<file path="src/rtl/sha1_round_ctrl.sv">
// SHA-1 block controller and message scheduler: accepts 16-word blocks, sequences the 80-round datapath, folds chaining values.
// Optional SHA1_CTRL_DIGEST_HOLD_EN: digest_valid is held in DONE until digest_ack.
module sha1_round_ctrl (
    input  logic         clk,
    input  logic         reset,
    input  logic         in_valid,
    output logic         in_ready,
    input  logic [31:0]  in_word,
    input  logic         in_init,
    input  logic         in_last,
`ifdef SHA1_CTRL_DIGEST_HOLD_EN
    input  logic         digest_ack,
`endif
    output logic         feed,
    output logic         next,
    output logic [31:0]  w,
    output logic [6:0]   round,
    output logic [31:0]  ia,
    output logic [31:0]  ib,
    output logic [31:0]  ic,
    output logic [31:0]  id,
    output logic [31:0]  ie,
    input  logic [31:0]  a,
    input  logic [31:0]  b,
    input  logic [31:0]  c,
    input  logic [31:0]  d,
    input  logic [31:0]  e,
    output logic [159:0] digest,
    output logic         digest_valid,
    output logic         busy
);

    localparam logic [31:0] IV0 = 32'h67452301;
    localparam logic [31:0] IV1 = 32'hefcdab89;
    localparam logic [31:0] IV2 = 32'h98badcfe;
    localparam logic [31:0] IV3 = 32'h10325476;
    localparam logic [31:0] IV4 = 32'hc3d2e1f0;

    typedef enum logic [2:0] {LOAD, FEED, ROUND, FINAL, DONE} ctrlState;

    ctrlState    state;
    ctrlState    stateNext;
    logic [3:0]  count;
    logic [6:0]  t;
    logic        lastBlk;
    logic [31:0] wBuf [16];
    logic [31:0] h0, h1, h2, h3, h4;

    logic [3:0]  idx0, idx3, idx8, idx14;
    logic [31:0] wMix;
    logic [31:0] wSched;

    // Sixteen-entry circular schedule: offsets -3/-8/-14 taken mod 16 by 4-bit wrap.
    always_comb begin
        idx0   = t[3:0];
        idx3   = t[3:0] - 4'd3;
        idx8   = t[3:0] + 4'd8;
        idx14  = t[3:0] + 4'd2;
        wMix   = wBuf[idx3] ^ wBuf[idx8] ^ wBuf[idx14] ^ wBuf[idx0];
        wSched = (t < 7'd16) ? wBuf[idx0] : {wMix[30:0], wMix[31]};
    end

    always_ff @(posedge clk or posedge reset) begin
        if (reset) state <= LOAD;
        else       state <= stateNext;
    end

    always_comb begin
        stateNext    = state;
        in_ready     = 1'b0;
        feed         = 1'b0;
        next         = 1'b0;
        w            = '0;
        round        = '0;
        digest_valid = 1'b0;
        case (state)
            LOAD: begin
                in_ready = 1'b1;
                if (in_valid && count == 4'd15) stateNext = FEED;
            end
            FEED: begin
                feed      = 1'b1;
                stateNext = ROUND;
            end
            ROUND: begin
                next  = 1'b1;
                round = t;
                w     = wSched;
                if (t == 7'd79) stateNext = FINAL;
            end
            FINAL: begin
                stateNext = lastBlk ? DONE : LOAD;
            end
            DONE: begin
                digest_valid = 1'b1;
`ifdef SHA1_CTRL_DIGEST_HOLD_EN
                if (digest_ack) stateNext = LOAD;
`else
                stateNext = LOAD;
`endif
            end
            default: stateNext = LOAD;
        endcase
    end

    always_ff @(posedge clk or posedge reset) begin
        if (reset) begin
            count   <= '0;
            t       <= '0;
            lastBlk <= 1'b0;
            h0      <= IV0;
            h1      <= IV1;
            h2      <= IV2;
            h3      <= IV3;
            h4      <= IV4;
            for (int unsigned i = 0; i < 16; i++) wBuf[i] <= '0;
        end else begin
            case (state)
                LOAD: begin
                    if (in_valid) begin
                        wBuf[count] <= in_word;
                        count       <= count + 4'd1;
                        if (count == 4'd0 && in_init) begin
                            h0 <= IV0;
                            h1 <= IV1;
                            h2 <= IV2;
                            h3 <= IV3;
                            h4 <= IV4;
                        end
                        if (count == 4'd15) lastBlk <= in_last;
                    end
                end
                FEED: t <= '0;
                ROUND: begin
                    if (t >= 7'd16) wBuf[idx0] <= wSched;
                    t <= (t == 7'd79) ? 7'd0 : t + 7'd1;
                end
                FINAL: begin
                    h0    <= h0 + a;
                    h1    <= h1 + b;
                    h2    <= h2 + c;
                    h3    <= h3 + d;
                    h4    <= h4 + e;
                    count <= '0;
                end
                default: ;
            endcase
        end
    end

    assign ia     = h0;
    assign ib     = h1;
    assign ic     = h2;
    assign id     = h3;
    assign ie     = h4;
    assign digest = {h0, h1, h2, h3, h4};
    assign busy   = !(state == LOAD && count == 4'd0);

endmodule

</file>
<file path="config.mk">
export PLATFORM = sky130hd
export DESIGN_NAME = sha1_round_ctrl
export DESIGN_NICKNAME = d
export VERILOG_FILES = /design/src/rtl/sha1_round_ctrl.sv
export SDC_FILE = /design/constraint.sdc
export NUM_CORES = 2
export LEC_CHECK = 0
export BUFFER_PORTS_ARGS = -buffer_cell sky130_fd_sc_hd__buf_2
export CAP_MARGIN = 20
export CELL_PAD_IN_SITES_DETAIL_PLACEMENT = 2
export CELL_PAD_IN_SITES_GLOBAL_PLACEMENT = 2
export CORE_MARGIN = 2
export CORE_UTILIZATION = 35
export DETAILED_ROUTE_END_ITERATION = 8
export PLACE_DENSITY = 0.83
export SYNTH_ARGS = -nofsm -noshare
export SYNTH_HDL_FRONTEND = slang
export SYNTH_SLANG_ARGS = --single-unit
export TNS_END_PERCENT = 10
</file>
<file path="constraint.sdc">
create_clock -name clk -period 21.4 [get_ports clk]
set_input_delay 1.07 -clock clk [delete_from_list [all_inputs] [get_ports clk]]
set_output_delay 1.07 -clock clk [all_outputs]
set_load 0.01 [all_outputs]
</file>
==> impl_metrics.env <==
export IMPL_relSlewSlack_pct=17.6
export IMPL_final_common_cell="dfrtp_1"
export IMPL_die_w_um=387
export IMPL_tightest_slew_ns=1.24
export IMPL_cts_htree_levels=3
export IMPL_detail_route_antenna_nets=0
export IMPL_start_util_pct=35.2
export IMPL_maxSlewViolCount=0
export IMPL_combPwrFrac_pct=63.0
export IMPL_rr_worst_depth=8
export IMPL_hold_class="in2async"
export IMPL_yosysUniqueCellTypes=81
export IMPL_grt_pass1_vias=53600
export IMPL_r2r_end="wBuf[102]"
export IMPL_postCtsSetupBuffers=0
export IMPL_yosys_area_top_type="dfrtp_1"
export IMPL_clk_latency_ns=0.76
export IMPL_grt_util_met3_pct=9.21
export IMPL_fin_setup_tns_ns=0
export IMPL_r2r_start="t[0]"
export IMPL_numCtsBuffers=89
export IMPL_numPortBuffers=560
export IMPL_r2r_slack_ns=15.63
export IMPL_synth_simple_gate_area_share_pct=9.72
export IMPL_use_met1_pct=39.3
export IMPL_async_flop_share_pct=100
export IMPL_antenna_found_initial=50
export IMPL_drt_pass1_iterations=6
export IMPL_fmax_mhz=127
export IMPL_pwr_density_cell_nw_per_um2=194
export IMPL_power_switching_share_pct=51.5
export IMPL_via_count=49700
export IMPL_clock_sinks=687
export IMPL_synth_avg_cell_area_um2=9.99
export IMPL_cts_buffer_depth=3
export IMPL_p_leak_uw=0.0234
export IMPL_synth_edf_count=0
export IMPL_setup_viol=0
export IMPL_synth_xor_area_share_pct=4.16
export IMPL_finalCriticalPeriod_ns=7.87
export IMPL_cts_tree="done"
export IMPL_worst_slack_ns=13.53
export IMPL_maxCapViolations=0
export IMPL_placementRows=140
export IMPL_synth_top_family_by_area="multiplexers"
export IMPL_cts_root_buffer="clkbuf_16"
export IMPL_coreArea_um2=146000
export IMPL_yosysWarnings=0
export IMPL_ctsResizeCount=0
export IMPL_rsz0062_at_grt="no"
export IMPL_finalClockSkew_ns=0.0799
export IMPL_cp_start_kind="flop"
export IMPL_critPathKind="reg2out"
export IMPL_cp_cell_sequence="buf_12, buf_4, mux4_2, mux4_2, xor2_1, xnor2_2, nor2_1, nor3_1, buf_2"
export IMPL_cp_end_kind="primary output"
export IMPL_die_area_um2=150000
export IMPL_p_int_uw=5470
export IMPL_grt_max_degree=151
export IMPL_startpoint="t[0]"
export IMPL_cp_arrival_ns=6.80
export IMPL_crit_path_top_delay_cell="dfrtp_4"
export IMPL_num_fill_cells=15400
export IMPL_track_usage_pct=32.9
export IMPL_drc_errors=0
export IMPL_via_per_inst=6.80
export IMPL_crit_required_ns=20.33
export IMPL_crit_fanout=150
export IMPL_place_congestion=0.976
export IMPL_mostFrequentLayoutCells="604 x dfrtp_1, 560 x buf_2, 540 x a21oi_1, 511 x nor2_1, 483 x a22oi_1"
export IMPL_synthTopCellsByArea="dfrtp_1 30%, mux4_2 19%, a22oi_1 7.1%"
export IMPL_p_clk_share_pct=15.1
export IMPL_p_switching_uw=5810
export IMPL_die_y_um=387
export IMPL_drt_initial_drc_count=5472
export IMPL_synth_adder_area_share_pct=4.21
export IMPL_ir_drop_uv=132
export IMPL_seq_area_frac_synth_pct=33.7
export IMPL_grt_busiest_layer="met2"
export IMPL_pin_count=561
export IMPL_syn_instance_count=5139
export IMPL_routed_wl_mm=254
export IMPL_drt_wirelength_per_cell_um=34.7
export IMPL_synth_area_mux_share_pct=20.8
export IMPL_syn_cell_area_um2=51400
export IMPL_synth_compound_area_share_pct=20.5
export IMPL_hold_buffers=0
export IMPL_seqPwrFrac_pct=21.9
export IMPL_period_share_pct=36.8
export IMPL_outcome="completed"
export IMPL_hpwlAfterDp_mm=154
export IMPL_syn_nets=5506
export IMPL_final_hold_viol_count=0
export IMPL_dpl_worst_slack_ns=14.40
export IMPL_grt_overflow=0
export IMPL_use_met2_pct=52.1
export IMPL_drive_gt1_share_pct=27.6
export IMPL_cpMostUsedCell="mux4_2"
export IMPL_num_nets_final=5646
export IMPL_postLayoutCoreUtil_pct=39.8
export IMPL_clk_pin_slew_ns=0.07
export IMPL_ys_ff_latch=687
export IMPL_grt_pass1_wl_mm=371
export IMPL_critical_path_max_stage_delay_ns=1.03
export IMPL_yosysTopAreaCellShare_pct=29.6
export IMPL_ys_flop_type="dfrtp_1"
export IMPL_area_delta_synth_final_pct=13.1
-- power groups by stage --
stage	Sequential (µW)	Combinational [µW]	Clock (µW)
6_report	2470	7110	1700
5_1_grt	2500	7490	1760
4_1_cts	2430	6940	1720
3_5_place_dp	2440	6840	0
3_3_place_gp	2370	6480	0
2_1_floorplan	2180	4980	0
-- layer usage --
metal	share of wire, %	vias up
li1	-	19400
met1	35	25800
met2	47	3353
met5	0.065	-
met3	10	1095
met4	7.4	24
-- layout make-up --
| type | count | area [µm²] | share of cell area, % |
|---|---|---|---|
| Clock inverter | 45 | 683 | 1.18 |
| Sequential cell | 687 | 17300 | 29.8 |
| Multi-Input combinational cell | 3773 | 31000 | 53.3 |
| Timing Repair Buffer | 677 | 3850 | 6.63 |
| Inverter | 51 | 201 | 0.347 |
| Tap cell | 1917 | 2400 | 4.13 |
| Antenna cell | 39 | 97.6 | 0.168 |
| Clock buffer | 122 | 2570 | 4.43 |
-- synthesized netlist by cell type (39+ instances only) --
master      n
a22oi_1   483
buf_1      39
o21ai_0   338
nor2_1    545
nand2b_1   55
mux2i_1    90
dfrtp_1   607
dfstp_2    80
ha_1      165
a21o_1     84
clkbuf_1  276
a21oi_1   540
xor2_1    105
buf_2      87
nand2_1   364
buf_4     210
xnor2_1   109
nor3_1     63
inv_1      48
mux4_2    430
-- flip-flops by register name (all words and copies together) (netlist names) --
register,cells
wBuf,512
ia,32
ib,32
ic,32
id,32
ie,32
t,7
count,4
state,3
lastBlk,1
-- worst max-delay path: cells and delay by family (launching register included) --
family                 cells  cell delay (ns)
buffers and inverters      3             1.89
XOR/XNOR                   2             1.12
multiplexers               2             1.10
AND/OR/NAND/NOR            2             0.60
flip-flops                 1             1.03
-- cells by family after synthesis --
family | Yosys count
AOI/OAI and AO/OA | 1671
xor gates and xnor gates | 230
adders and majority gates | 170
buffers and inverters | 679
DFF | 687
muxes | 529
and+or+nand+nor | 1173
-- per-stage QoR --
stage	hold slack, ns	instances	power, µW	area [µm²]
2_1_floorplan	0.447	5139	7160	51400
3_3_place_gp	0.478	7096	8850	54500
3_5_place_dp	0.481	7097	9280	54500
4_1_cts	0.490	7264	11100	57800
5_1_grt	0.518	7300	11800	58000
6_report	0.461	7311	11300	58100
-- worst max-delay path by stage --
stage	slack (ns)	endpoint	cells past startpoint
2_1_floorplan	1.20	count[0]	1
6_report	13.53	w[6]	9
3_3_place_gp	14.52	w[20]	11
4_1_cts	13.57	w[6]	9
3_5_place_dp	14.40	w[21]	9
5_1_grt	13.18	w[6]	9
No activity file was read; power rests on OpenSTA's default activity.
